[src/rtl/lsu_pkg.sv]
// lsu_pkg: shared types for the MEM-stage load/store unit.
// Access-size encodings and controller state encoding.
package lsu_pkg;

  typedef enum logic [2:0] {
    LS_B  = 3'b000,
    LS_H  = 3'b001,
    LS_W  = 3'b010,
    LS_BU = 3'b100,
    LS_HU = 3'b101
  } funct3_t;

  typedef enum logic [1:0] {
    IDLE,
    REQ,
    WAIT,
    RESP
  } lsu_state_t;

endpackage

[src/rtl/lsu_align.sv]
// lsu_align: store lane placement, byte enables, access legality
// and load byte/half extraction with sign or zero extension.
module lsu_align
  import lsu_pkg::*;
(
  input  logic [2:0]  acc_funct3,
  input  logic        acc_we,
  input  logic [1:0]  acc_off,
  input  logic [31:0] acc_wdata,
  output logic        acc_bad,
  output logic [3:0]  acc_be,
  output logic [31:0] acc_lane,
  input  logic [2:0]  ld_funct3,
  input  logic [1:0]  ld_off,
  input  logic [31:0] ld_rdata,
  output logic [31:0] ld_data
);

  logic [7:0]  ld_byte;
  logic [15:0] ld_half;

  assign ld_byte = ld_rdata[{ld_off, 3'b000} +: 8];
  assign ld_half = ld_rdata[{ld_off[1], 4'b0000} +: 16];

  // classify the access and replicate store data into its lanes
  always_comb begin
    acc_bad  = 1'b0;
    acc_be   = 4'b1111;
    acc_lane = acc_wdata;
    case (acc_funct3)
      LS_B: begin
        acc_lane = {4{acc_wdata[7:0]}};
        if (acc_we) begin
          acc_be = 4'b0001 << acc_off;
        end
      end
      LS_H: begin
        acc_bad  = acc_off[0];
        acc_lane = {2{acc_wdata[15:0]}};
        if (acc_we) begin
          acc_be = acc_off[1] ? 4'b1100 : 4'b0011;
        end
      end
      LS_W: begin
        acc_bad = |acc_off;
      end
      LS_BU: begin
        acc_bad = acc_we;
      end
      LS_HU: begin
        acc_bad = acc_we | acc_off[0];
      end
      default: begin
        acc_bad = 1'b1;
      end
    endcase
  end

  // pick the addressed byte/half of the read word and extend it
  always_comb begin
    ld_data = ld_rdata;
    case (ld_funct3)
      LS_B:  ld_data = {{24{ld_byte[7]}}, ld_byte};
      LS_H:  ld_data = {{16{ld_half[15]}}, ld_half};
      LS_BU: ld_data = {24'b0, ld_byte};
      LS_HU: ld_data = {16'b0, ld_half};
      default: ld_data = ld_rdata;
    endcase
  end

endmodule

[src/rtl/lsu_ctrl.sv]
// lsu_ctrl: MEM-stage load/store controller driving the
// req/gnt/rvalid data bus and holding the pipeline per access.
module lsu_ctrl
  import lsu_pkg::*;
#(
  parameter int unsigned TIMEOUT_CYC = 255
) (
  input  logic        clk_i,
  input  logic        rst_i,
  input  logic        lsu_valid_i,
  input  logic        lsu_we_i,
  input  logic [2:0]  lsu_funct3_i,
  input  logic [31:0] lsu_addr_i,
  input  logic [31:0] lsu_wdata_i,
  output logic        lsu_stall_o,
  output logic [31:0] ld_data_o,
  output logic        ld_valid_o,
  output logic        misalign_o,
  output logic        bus_err_o,
  output logic        dmem_req_o,
  output logic        dmem_we_o,
  output logic [31:0] dmem_addr_o,
  output logic [31:0] dmem_wdata_o,
  output logic [3:0]  dmem_be_o,
  input  logic        dmem_gnt_i,
  input  logic        dmem_rvalid_i,
  input  logic [31:0] dmem_rdata_i
);

  localparam int CW = $clog2(TIMEOUT_CYC + 1);
  localparam logic [CW-1:0] CNT_LAST = CW'(TIMEOUT_CYC - 1);

  lsu_state_t    state_q;
  lsu_state_t    state_d;
  logic [CW-1:0] cnt_q;
  logic [CW-1:0] cnt_d;

  logic [29:0] waddr_q;
  logic        we_q;
  logic [2:0]  funct3_q;
  logic [1:0]  off_q;
  logic [3:0]  be_q;
  logic [31:0] wdata_q;
  logic [31:0] ld_q;
  logic        mis_q;
  logic        err_q;

  logic        acc_bad;
  logic [3:0]  acc_be;
  logic [31:0] acc_lane;
  logic [31:0] ld_ext;

  logic take;
  logic accept;
  logic mis_d;
  logic err_d;
  logic ld_upd;
  logic in_req;

  lsu_align u_align (
    .acc_funct3 (lsu_funct3_i),
    .acc_we     (lsu_we_i),
    .acc_off    (lsu_addr_i[1:0]),
    .acc_wdata  (lsu_wdata_i),
    .acc_bad    (acc_bad),
    .acc_be     (acc_be),
    .acc_lane   (acc_lane),
    .ld_funct3  (funct3_q),
    .ld_off     (off_q),
    .ld_rdata   (dmem_rdata_i),
    .ld_data    (ld_ext)
  );

  // A fault pulse cycle releases the faulting instruction,
  // so its still-asserted valid must not start a new access.
  assign take = lsu_valid_i & ~mis_q & ~err_q;

  // next-state, timeout counter and event decode
  always_comb begin
    state_d = state_q;
    cnt_d   = cnt_q;
    accept  = 1'b0;
    mis_d   = 1'b0;
    err_d   = 1'b0;
    ld_upd  = 1'b0;
    case (state_q)
      IDLE: begin
        if (take) begin
          if (acc_bad) begin
            mis_d = 1'b1;
          end else begin
            accept  = 1'b1;
            state_d = REQ;
          end
        end
      end
      REQ: begin
        if (dmem_gnt_i) begin
          state_d = WAIT;
          cnt_d   = '0;
        end
      end
      WAIT: begin
        if (dmem_rvalid_i) begin
          state_d = RESP;
          ld_upd  = ~we_q;
        end else if (cnt_q == CNT_LAST) begin
          state_d = IDLE;
          err_d   = 1'b1;
        end else begin
          cnt_d = cnt_q + 1'b1;
        end
      end
      RESP: begin
        state_d = IDLE;
      end
      default: begin
        state_d = IDLE;
      end
    endcase
  end

  // state, counter and one-cycle fault pulses
  always_ff @(posedge clk_i) begin
    if (rst_i) begin
      state_q <= IDLE;
      cnt_q   <= '0;
      mis_q   <= 1'b0;
      err_q   <= 1'b0;
    end else begin
      state_q <= state_d;
      cnt_q   <= cnt_d;
      mis_q   <= mis_d;
      err_q   <= err_d;
    end
  end

  // capture the accepted access so bus fields hold until grant
  always_ff @(posedge clk_i) begin
    if (rst_i) begin
      waddr_q  <= '0;
      we_q     <= 1'b0;
      funct3_q <= '0;
      off_q    <= '0;
      be_q     <= '0;
      wdata_q  <= '0;
    end else if (accept) begin
      waddr_q  <= lsu_addr_i[31:2];
      we_q     <= lsu_we_i;
      funct3_q <= lsu_funct3_i;
      off_q    <= lsu_addr_i[1:0];
      be_q     <= acc_be;
      wdata_q  <= lsu_we_i ? acc_lane : '0;
    end
  end

  // load result is held until the next load completes
  always_ff @(posedge clk_i) begin
    if (rst_i) begin
      ld_q <= '0;
    end else if (ld_upd) begin
      ld_q <= ld_ext;
    end
  end

  assign in_req = (state_q == REQ);

  assign dmem_req_o   = in_req;
  assign dmem_we_o    = in_req & we_q;
  assign dmem_addr_o  = in_req ? {waddr_q, 2'b00} : '0;
  assign dmem_wdata_o = in_req ? wdata_q : '0;
  assign dmem_be_o    = in_req ? be_q : '0;

  // A misaligned request also holds for its own cycle, so the
  // faulting instruction is still in MEM when misalign_o fires.
  assign lsu_stall_o = ((state_q == IDLE) & take)
                     | in_req
                     | (state_q == WAIT);

  assign ld_valid_o = (state_q == RESP) & ~we_q;
  assign ld_data_o  = ld_q;
  assign misalign_o = mis_q;
  assign bus_err_o  = err_q;

  // a response while the request is still pending is a bus fault
  a_rvalid_in_req : assert property (
    @(posedge clk_i) disable iff (rst_i)
    !(dmem_req_o && dmem_rvalid_i)
  );

endmodule

[config.mk]
export PLATFORM = sky130hd
export DESIGN_NAME = lsu_ctrl
export DESIGN_NICKNAME = d
export VERILOG_FILES = /design/src/rtl/lsu_pkg.sv /design/src/rtl/lsu_align.sv /design/src/rtl/lsu_ctrl.sv
export SDC_FILE = /design/constraint.sdc
export NUM_CORES = 1
export LEC_CHECK = 0
export BUFFER_PORTS_ARGS = -buffer_cell sky130_fd_sc_hd__buf_2
export CAP_MARGIN = 20
export CORE_UTILIZATION = 34
export CTS_BUF_LIST = sky130_fd_sc_hd__clkbuf_8
export DETAILED_ROUTE_END_ITERATION = 7
export GPL_ROUTABILITY_DRIVEN = 0
export PLACE_DENSITY = 0.66
export REMOVE_ABC_BUFFERS = 1
export SETUP_SLACK_MARGIN = 0.15
export SYNTH_ARGS = -nofsm -noshare
export SYNTH_HDL_FRONTEND = slang
export SYNTH_SLANG_ARGS = --single-unit
[constraint.sdc]
create_clock -name clk_i -period 1.9 [get_ports clk_i]
set_input_delay 0 -clock clk_i [delete_from_list [all_inputs] [get_ports clk_i]]
set_output_delay 0 -clock clk_i [all_outputs]
set_load 0.1 [all_outputs]
==> reports/metrics.csv, run 1 <==
metric;value;unit
outcome;complete, no violations;
most common cell after layout, fill and taps aside;buf_2;
Syn Std Cell Area;5700;µm²
Clock Skew;0.0118;ns
Critical Path Fanout Max;7;
post-route clock period utilization;94.3;%
startpoint types;flop;
Worst Path Arrival;1.79;ns
First-pass DRT Iterations;7;
DRT iter0 DRCs;381;
Inst Count DP;1080;
chip width;132;µm
largest net degree at the start of global routing;50;
non-filler cells, final;1239;
CTS root buf;clkbuf_8;
vias;6211;
Int Power;4.81;mW
switching share of power;29.6;%
Core Area;16100;µm²
input/output buffers;208;
H-tree levels;4;
antenna violations before repair;1;
LEAKAGE;4.17;nW
part of the power in registers;38.0;%
Final Routed Wirelength;20.8;mm
FMAX;558;MHz
Max Slew Vio Count;0;
depth of the most critical reg-to-reg path;5;
synthesis-to-finish area growth;75.4;%
Avg Vias per Cell;5.01;
CP required;1.90;ns
multi-input logic area;3270;µm²
Yosys reg bits;116;
Slew @ Worst Pin;0.498;ns
number of flops mapped to enable cells by yosys;0;
Clock transition at path regs;0.07;ns
remaining global-route overflow;0;
Seq/Total Area, Yosys;40.7;%
reg-to-reg slack, setup;0.21;ns
clock power share;38.4;%
async set-or-reset flop fraction in the synthesized netlist;0;%
post-synthesis cell type count;53;
Min-Delay Path Depth;4;
Die ar.;17300;µm²
final hold violations;0;
clk buf depth;2;
layout cells sized above 1;38.9;%
RSZ-0062 raised after global routing;true;
# DRC;0;
clock sink count;116;
Final Core Density;62.1;%
GRT Overall Usage;21.9;%
WL/cell;16.8;µm
maximum VDD drop;0.640;mV
fillers;1301;
Psw;2.03;mW
Comb pwr share;23.6;%
Initial Util;35.4;%
Ys Warns;0;
max_cap viols;0;
Final ANT Viol Nets;0;
total CTS buffers;17;
Syn Area/Cell;8.37;µm²
Synth Flop Type;dfxtp_1;
pre-CTS setup slack;0.152;ns
GRT met1 Usage;25.1;%
Die Ht;132;µm
slew margin rel.;66.6;%
first-pass GRT wire length;30.5;mm
Mapped Cells;681;
CP endpoint kind;output port;
clk_lat worst skew;0.44;ns
register area;2320;µm²
Top Usage Layer GRT;met2;
GRT met3 Usage;8.29;%
I/O pin total;211;
vias in the first global route;5955;
final net count;1117;
Setup Crit Path Kind;reg2out;
Final setup viols;0;
post-DP HPWL;12.2;mm
CTS tree;yes;
hold crit path type;in2reg;
Min Hold Slack;0.0422;ns
PD cells;683;nW/µm²
grt met2 use;36.7;%
final worst slack;0.109;ns
Tmin final;1.79;ns
Final TNS setup;0;ns
most frequent cells in the layout;buf_2 (140), nand2_1 (131), dfxtp_1 (115), dlygate4sd3_1 (102), a21oi_1 (73);
Rows;46;
## per-stage QoR
step | power [mW] | cell area (µm²)
2_1_floorplan | 3.38 | 5430
3_3_place_gp | 3.85 | 8000
3_5_place_dp | 3.87 | 8010
4_1_cts | 6.66 | 9480
5_1_grt | 7.11 | 10000
6_report | 6.84 | 10000
## power groups by stage
stage	Sequential (mW)	Combinational [mW]	Clock, mW
after floorplan	2.83	0.554	0
after global placement	2.64	1.21	0
after detailed placement	2.64	1.23	0
after CTS	2.59	1.40	2.68
after global routing	2.61	1.71	2.80
final	2.59	1.62	2.62
## cell families (layout without fill, tap and decap cells)
| group | count (synthesis) | in the layout | share of synthesized area [%] |
|---|---|---|---|
| multiplexers | 47 | 47 | 8.62 |
| flip-flops | 116 | 116 | 40.7 |
| adder cells (fa/ha/maj) | 2 | 2 | 0.439 |
| other | 1 | 3 | 0.0658 |
| buffers and inverters | 64 | 404 | 5.31 |
| AND/OR/NAND/NOR | 278 | 278 | 24.8 |
| AO/OA/AOI/OAI | 173 | 173 | 20.1 |
## Yosys cell counts (2+ instances only)
master,number,area share (%)
or3_1,4,0.44
dfxtp_1,116,41
nand3b_1,14,1.8
mux2_2,17,3.4
mux2i_1,30,5.3
and3_1,3,0.33
a21oi_1,73,6.4
nand4_1,2,0.22
and2b_2,2,0.31
buf_6,2,0.39
nand3_1,10,0.88
and3b_2,2,0.35
inv_1,6,0.39
buf_4,7,0.92
o211ai_1,2,0.26
o21ai_0,34,3.0
nand2_1,131,8.6
and2_1,67,7.4
ha_1,2,0.44
or2_2,2,0.22
nor3_1,11,0.97
o2111ai_1,4,0.61
a22o_1,8,1.2
o22ai_1,7,0.77
clkbuf_1,30,2.0
buf_2,17,1.5
nor2_1,11,0.72
nand2b_1,10,1.1
a2111o_1,2,0.39
o2bb2ai_1,23,3.5
a211oi_1,10,1.3
## critical path: stages (launching register included)
cell,delay [ns]
dfxtp_2,0.34
buf_6,0.12
and2b_4,0.27
buf_12,0.15
clkbuf_16,0.16
and2_4,0.15
buf_12,0.17
## layer usage
| layer | vias to the layer above | part of all wire (%) |
|---|---|---|
| met1 | 2918 | 41 |
| met3 | 33 | 7.8 |
| met2 | 238 | 49 |
| met5 | - | 0 |
| li1 | 3022 | - |
| met4 | 0 | 2.0 |
## layout make-up
type                       instances  share of cell area, %
antenna                            1                 0.0250
clock buffer                      19                   2.61
clock inverter                    12                   1.88
inverter                           7                  0.263
multi-input combinational        502                   32.7
sequential                       116                   23.2
tap                              216                   2.70
timing repair buffer             366                   36.6
## flip-flops by register name, summed over array words and instances, names as in the netlist
name,count
off_q,2
cnt_q,8
wdata_q,32
ld_data_o,32
state_q,2
misalign_o,1
funct3_q,3
be_q,4
bus_err_o,1
waddr_q,30
we_q,1
## timing repair
action / CTS / global route
pin swaps: 0 / 27
cloned: 0 / 8
endpoints found under the setup margin: 69 / 103
resized for setup: 3 / 84
hold buffers: 101 / 1
endpoints found under the hold margin: 97 / 6
buffers inserted: 0 / 17
## worst paths after layout
| check | from | end |
|---|---|---|
| worst max-delay path | state_q[1] | dmem_addr_o[17] |
| worst min-delay path | lsu_wdata_i[17] | wdata_q[17] |
| worst max register to register | state_q[1] | state_q[1] |
| worst min register to register | waddr_q[20] | waddr_q[20] |
(Power assumes the default switching activity.)
==> inputs of run 2 (changes only) <==
Settings changed: ABC_AREA from default to 1, CORE_UTILIZATION 34 to 35.
==> reports/metrics.csv, run 2 <==
metric;value;unit;change
outcome;complete, no violations;;
number of flops mapped to enable cells by yosys;0;;unchanged
Initial Util;35.8;%;+0.39 points
Final ANT Viol Nets;0;;unchanged
Max Slew Vio Count;0;;unchanged
top-area cell type share of the netlist area;37.7;%;-3.1 points
CP endpoint kind;output port;;
DRT iter0 DRCs;522;;+37%
Hold Startpoint;lsu_wdata_i[25];;
CP required;1.90;ns;about the same
final worst slack;0.102;ns;-0.00691 ns
CP delay by family, top;buffers and inverters;;
# DRC;0;;unchanged
multi-input logic area;3120;µm²;-4.7%
placed inst area;7390;µm²;-7.7%
synthesis-to-finish area growth;53.6;%;
clk buf depth;2;;unchanged
clk_lat worst skew;0.44;ns;about the same
Mapped Cells;997;;+46%
Min-Delay Path Depth;6;;+2
Yosys reg bits;116;;unchanged
count leader, synth;nand2_1;;
final hold violations;0;;unchanged
layout cells sized above 1;23.6;%;-15 points
post-DP HPWL;12.2;mm;about the same
final net count;1388;;+24%
CP max-delay cell;dfxtp_2;;
clock sink count;116;;unchanged
Final setup viols;0;;unchanged
most common cell after layout, fill and taps aside;nand2_1;;
Critical Path Fanout Max;28;;+21
CTS tree;yes;;
Worst Path Arrival;1.80;ns;about the same
Syn Area/Cell;6.18;µm²;-26%
FMAX;556;MHz;-0.38%
Synth Flop Type;dfxtp_1;;
LEAKAGE;4.24;nW;+1.6%
Buffers & Inverters on Critical Path;4;;unchanged
Slew @ Worst Pin;0.591;ns;+0.0928 ns
reg2reg start;off_q[0];;
Final Cell Area;9470;µm²;-5.3%
non-filler cells, final;1519;;+23%
Die ar.;18200;µm²;+5.0%
slew margin rel.;60.6;%;-6.1 points
I/O pin total;211;;unchanged
diode count;0;;-1
vias in the first global route;6565;;+10%
depth of the most critical reg-to-reg path;7;;+2
first-pass GRT wire length;31.5;mm;+3.3%
post-route clock period utilization;94.6;%;+0.36 points
Clock Skew;0.0152;ns;+0.00337 ns
Die Ht;135;µm;+2.5%
Setup Crit Path Kind;reg2out;;
async set-or-reset flop fraction in the synthesized netlist;0;%;unchanged
ranking of synthesized cells by area;dfxtp_1 (38%), nand2_1 (14%), nor2_1 (9.7%);;
register area;2320;µm²;about the same
WL/cell;13.4;µm;-20%
Syn Std Cell Area;6170;µm²;+8.1%
H-tree levels;4;;unchanged
hold crit path type;in2reg;;
Rows;48;;+4.3%
cell taking the most area after synthesis;dfxtp_1;;
Avg Vias per Cell;4.75;;-5.3%
maximum VDD drop;0.430;mV;-33%
vias;7209;;+16%
max_cap viols;0;;unchanged
most frequent cells in the layout;nand2_1 (226), nor2_1 (142), buf_2 (140), inv_1 (135), dfxtp_1 (114);;
max incr delay on CP;0.36;ns;+0.02 ns
Tmin final;1.80;ns;+0.00691 ns
input/output buffers;208;;unchanged
pre-CTS setup slack;0.287;ns;+0.135 ns
chip width;135;µm;+2.5%
Seq/Total Area, Yosys;37.7;%;-3.1 points
Core Area;17200;µm²;+7.0%
top cells by count, synth;nand2_1 (228), nor2_1 (160), inv_1 (133);;
remaining global-route overflow;0;;unchanged
CTS root buf;clkbuf_8;;
hold endpoint;wdata_q[25];;
Inst Count DP;1387;;+28%
Final Routed Wirelength;20.3;mm;-2.3%
GRT Overall Usage;21.8;%;-0.13 points
PnR Total Power;6.94;mW;+1.5%
fillers;1576;;+21%
reg-to-reg slack, setup;0.37;ns;+0.16 ns
RSZ-0062 raised after global routing;true;;
total CTS buffers;17;;unchanged
First-pass DRT Iterations;5;;-2
largest net degree at the start of global routing;110;;+120%
Ys Warns;0;;unchanged
Clock transition at path regs;0.08;ns;about the same
post-synthesis cell type count;33;;-38%
worst-path cell chain;inv_1 -> nor2_4 -> inv_8 -> buf_12 -> nor2_1 -> buf_6;;
Final Core Density;55.0;%;-7.1 points
antenna violations before repair;0;;-1
PD cells;732;nW/µm²;+7.2%
startpoint types;flop;;
RR Endpoint;ld_data_o[23];;
[run 2: changes by cell type in the layout (fill, tap and decap cells not counted), sizes merged, moves of 16 or more]
cell,before,now
a21oi,73,109
and2,67,0
buf,260,212
inv,9,140
mux2,17,0
mux2i,30,0
nand2,131,234
nand3,10,26
nor2,12,164
o21ai,34,108
o2bb2ai,23,0
[run 2: per-stage QoR]
| stage | hold WS [ns] | setup TNS [ns] |
|---|---|---|
| after floorplan | 0.0691 | -183.11 |
| after global placement | 0.244 | 0 |
| after detailed placement | 0.237 | 0 |
| after CTS | 0.00788 | 0 |
| after global routing | 0.0638 | 0 |
| final | 0.0343 | 0 |
[run 2: repair_timing]
| action | CTS | global route |
|---|---|---|
| hold buffers | 99 | 0 |
| cloned | 0 | 0 |
| buffers inserted | 0 | 1 |
| gates resized for setup | 105 | 79 |
| hold endpoints to repair | 103 | 0 |
| setup endpoints to repair | 68 | 71 |
[run 2: where the power goes]
| part | switching (mW) | leakage, nW | internal [mW] |
|---|---|---|---|
| registers | 0.0501 | 0.942 | 2.54 |
| logic | 1.02 | 3.04 | 0.520 |
| clock network | 1.03 | 0.255 | 1.78 |
| total | 2.10 | 4.24 | 4.84 |
[run 2: final cells by class]
class	count	share of cell area, %
clock buffers	20	2.91
clock inverters	12	2.19
inverters	140	5.65
multi-input cells	680	32.9
flip-flops and latches	116	24.5
well taps	225	2.97
repair buffers	326	28.8
[run 2: layer usage]
| metal | wire length, µm | GRT usage [%] | up-vias | share of wire (%) |
|---|---|---|---|---|
| li1 | - | - | 3681 | - |
| met1 | 8690 | 26.1 | 3239 | 43 |
| met2 | 9930 | 37.3 | 238 | 49 |
| met3 | 1040 | 4.58 | 51 | 5.1 |
| met4 | 641 | 10.1 | 0 | 3.2 |
| met5 | 0 | 0 | - | 0 |
[run 2: cell families (layout without fill, tap and decap cells)]
family	count (synthesis)	in the layout	share of synthesized area, %
and+or+nand+nor	448	448	29.4
AOI/OAI and AO/OA	227	227	18.8
buffers and inverters	202	498	13.5
DFF	116	116	37.7
adders and majority gates	2	2	0.406
other	1	2	0.0608
xor gates and xnor gates	1	1	0.142
[run 2: how the worst max path moves through the flow]
stage | startpoint | end | slack, ns | depth (start not counted)
floorplan | misalign_o | be_q[0] | -1.70 | 7
global placement | state_q[1] | cnt_q[6] | 0.32 | 6
detailed placement | state_q[0] | dmem_addr_o[13] | 0.29 | 6
CTS | state_q[0] | dmem_addr_o[2] | 0.15 | 6
global route | state_q[0] | dmem_addr_o[11] | 0.006 | 6
finish | state_q[0] | dmem_addr_o[11] | 0.10 | 6
[run 2: worst reg2reg max path, cell delays in order (launching register included)]
cell and delay [ns]:
dfxtp_1 0.35, or2_0 0.23, nand3_1 0.07, nand2_1 0.08, nand2_2 0.17, nand2_2 0.24, o21ai_0 0.23, inv_1 0.05
==> inputs of run 3 (changes only) <==
Settings changed: CELL_PAD_IN_SITES_DETAIL_PLACEMENT from default to 1, CELL_PAD_IN_SITES_GLOBAL_PLACEMENT from default to 1, PLACE_DENSITY 0.66 to 0.9.
==> reports/metrics.csv, run 3 (synthesis gave the netlist of run 2 again) <==
metric;value;unit;change
input/output buffers;208;;unchanged
Core Area;17200;µm²;unchanged
Final ANT Viol Nets;0;;unchanged
first-pass GRT wire length;43.8;mm;+39%
antenna violations before repair;3;;+3
worst-path cell chain;nor2_2 -> nand3_2 -> inv_2 -> nand2_8 -> clkinv_1 -> buf_12 -> nand2_1 -> a21oi_1;;
pre-CTS setup slack;0.252;ns;-0.0345 ns
CP endpoint kind;flop;;
Final setup viols;0;;unchanged
Die ar.;18200;µm²;unchanged
vias;8246;;+14%
# DRC;0;;unchanged
most frequent cells in the layout;nand2_1 (227), buf_2 (140), inv_1 (135), dfxtp_1 (114), a21oi_1 (107);;
Int Power;4.31;mW;-11%
vias in the first global route;8473;;+29%
part of the power in registers;38.4;%;+1.1 points
remaining global-route overflow;0;;unchanged
M1 WL;12.1;mm;+39%
CP required;2.25;ns;+0.35 ns
outcome;complete, no violations;;
FMAX;561;MHz;+0.91%
register area;2320;µm²;unchanged
post-route clock period utilization;93.8;%;-0.86 points
Max Slew Vio Count;0;;unchanged
met2 routed wirelength;17.0;mm;+72%
RSZ-0062 raised after global routing;true;;
fillers;2185;;+39%
CTS tree;yes;;
reg2reg start;state_q[1];;
Die Ht;135;µm;unchanged
Clock Skew;0.0226;ns;+0.00740 ns
Setup Crit Path Kind;reg2reg;;
max_cap viols;0;;unchanged
startpoint types;flop;;
layout cells sized above 1;27.1;%;+3.6 points
Final TNS setup;0;ns;unchanged
synthesis-to-finish area growth;61.0;%;
slew margin rel.;57.2;%;-3.4 points
clk_lat worst skew;0.46;ns;+0.02 ns
Initial Util;35.8;%;unchanged
Rows;48;;unchanged
clk buf depth;2;;unchanged
clock sink count;116;;unchanged
PD cells;684;nW/µm²;-6.6%
Final Core Density;57.6;%;+2.6 points
LEAKAGE;4.30;nW;+1.4%
First-pass DRT Iterations;5;;unchanged
Hold Startpoint;dmem_rdata_i[8];;
GRT Overall Usage;31.4;%;+9.5 points
most common cell after layout, fill and taps aside;nand2_1;;
I/O pin total;211;;unchanged
CP Launch Point;state_q[1];;
post-DP HPWL;14.6;mm;+20%
Critical Path Fanout Max;35;;+25%
Slew @ Worst Pin;0.642;ns;+0.0507 ns
Tmin final;1.78;ns;-0.0163 ns
CTS root buf;clkbuf_8;;
final net count;1388;;unchanged
Worst Path Arrival;2.13;ns;+0.33 ns
Psw;2.48;mW;+18%
clock power share;34.1;%;-6.4 points
Clock transition at path regs;0.08;ns;about the same
maximum VDD drop;0.465;mV;+8.1%
CP max-delay cell;dfxtp_2;;
hold crit path type;in2reg;;
largest net degree at the start of global routing;84;;-24%
chip width;135;µm;unchanged
final hold violations;0;;unchanged
placed inst area;7380;µm²;-0.10%
metal3 WL;1.86;mm;+78%
Min Hold Slack;0.0181;ns;-0.0162 ns
final worst slack;0.118;ns;+0.0163 ns
WL/cell;21.8;µm;+63%
H-tree levels;4;;unchanged
total CTS buffers;17;;unchanged
Final Cell Area;9930;µm²;+4.8%
Avg Vias per Cell;5.42;;+14%
multi-input logic area;3340;µm²;+7.1%
DRT iter0 DRCs;650;;+25%
max incr delay on CP;0.36;ns;about the same
Comb pwr share;27.4;%;+5.3 points
switching share of power;36.5;%;+6.3 points
Final Routed Wirelength;33.2;mm;+63%
DR top layer;met4;;
[run 3: cell types whose count changed in the layout (fill, tap and decap cells not counted), moves of 4 or more]
cell,change
nor2_4,+22
buf_6,-4
buf_16,+4
nor2_1,-38
dlygate4sd3_1,-8
clkbuf_4,-15
bufinv_16,-4
buf_12,+16
nor2_2,+16
buf_8,+6
o21ai_1,+5
o21ai_0,-5
[run 3: path summary, 6_finish.rpt]
check,end,slack [ns],depth (start not counted)
setup / recovery,wdata_q[13],0.12,8
hold / removal,ld_data_o[0],0.02,5
setup reg to reg,wdata_q[13],0.12,8
hold reg to reg,waddr_q[15],0.47,2
[run 3: repair_timing]
action	CTS	global route
hold buffers	91	0
pin swaps	1	2
buffers inserted	1	3
endpoints found under the setup margin	68	87
hold endpoints to repair	93	0
gates resized for setup	166	151
cloned	2	4
[run 3: power by group through the flow]
stage               Combinational (mW)  Sequential, mW  Clock, mW
floorplan                        0.741            2.73          0
global placement                  1.26            2.64          0
detailed placement                1.29            2.65          0
CTS                               1.56            2.59       2.28
global route                      1.96            2.62       2.43
finish                            1.86            2.61       2.32
[run 3: worst max-delay path: cells and delay by family, from the launching register on]
family | cells | cell delay, ns
AO/OA/AOI/OAI | 1 | 0.28
buffers and inverters | 3 | 0.45
flip-flops | 1 | 0.36
AND/OR/NAND/NOR | 4 | 0.57
[run 3: routing by layer]
layer	vias up	track usage (%)
li1	3676	-
met4	0	20.2
met1	3960	33.4
met5	-	0
met2	457	56.7
met3	153	5.78
[run 3: area by class of cell]
type | count | share of cell area, %
Antenna cell | 3 | 0.0756
Clock buffer | 18 | 2.49
Clock inverter | 14 | 1.22
Inverter | 140 | 5.39
Multi-Input combinational cell | 680 | 33.6
Sequential cell | 116 | 23.4
Tap cell | 225 | 2.84
Timing Repair Buffer | 326 | 31.0
[run 3: stage by stage]
stage | instances | power [mW]
after CTS | 1512 | 6.43
after global routing | 1521 | 7.00
after detailed placement | 1386 | 3.94
after global placement | 1386 | 3.90
final | 1522 | 6.79
after floorplan | 936 | 3.47
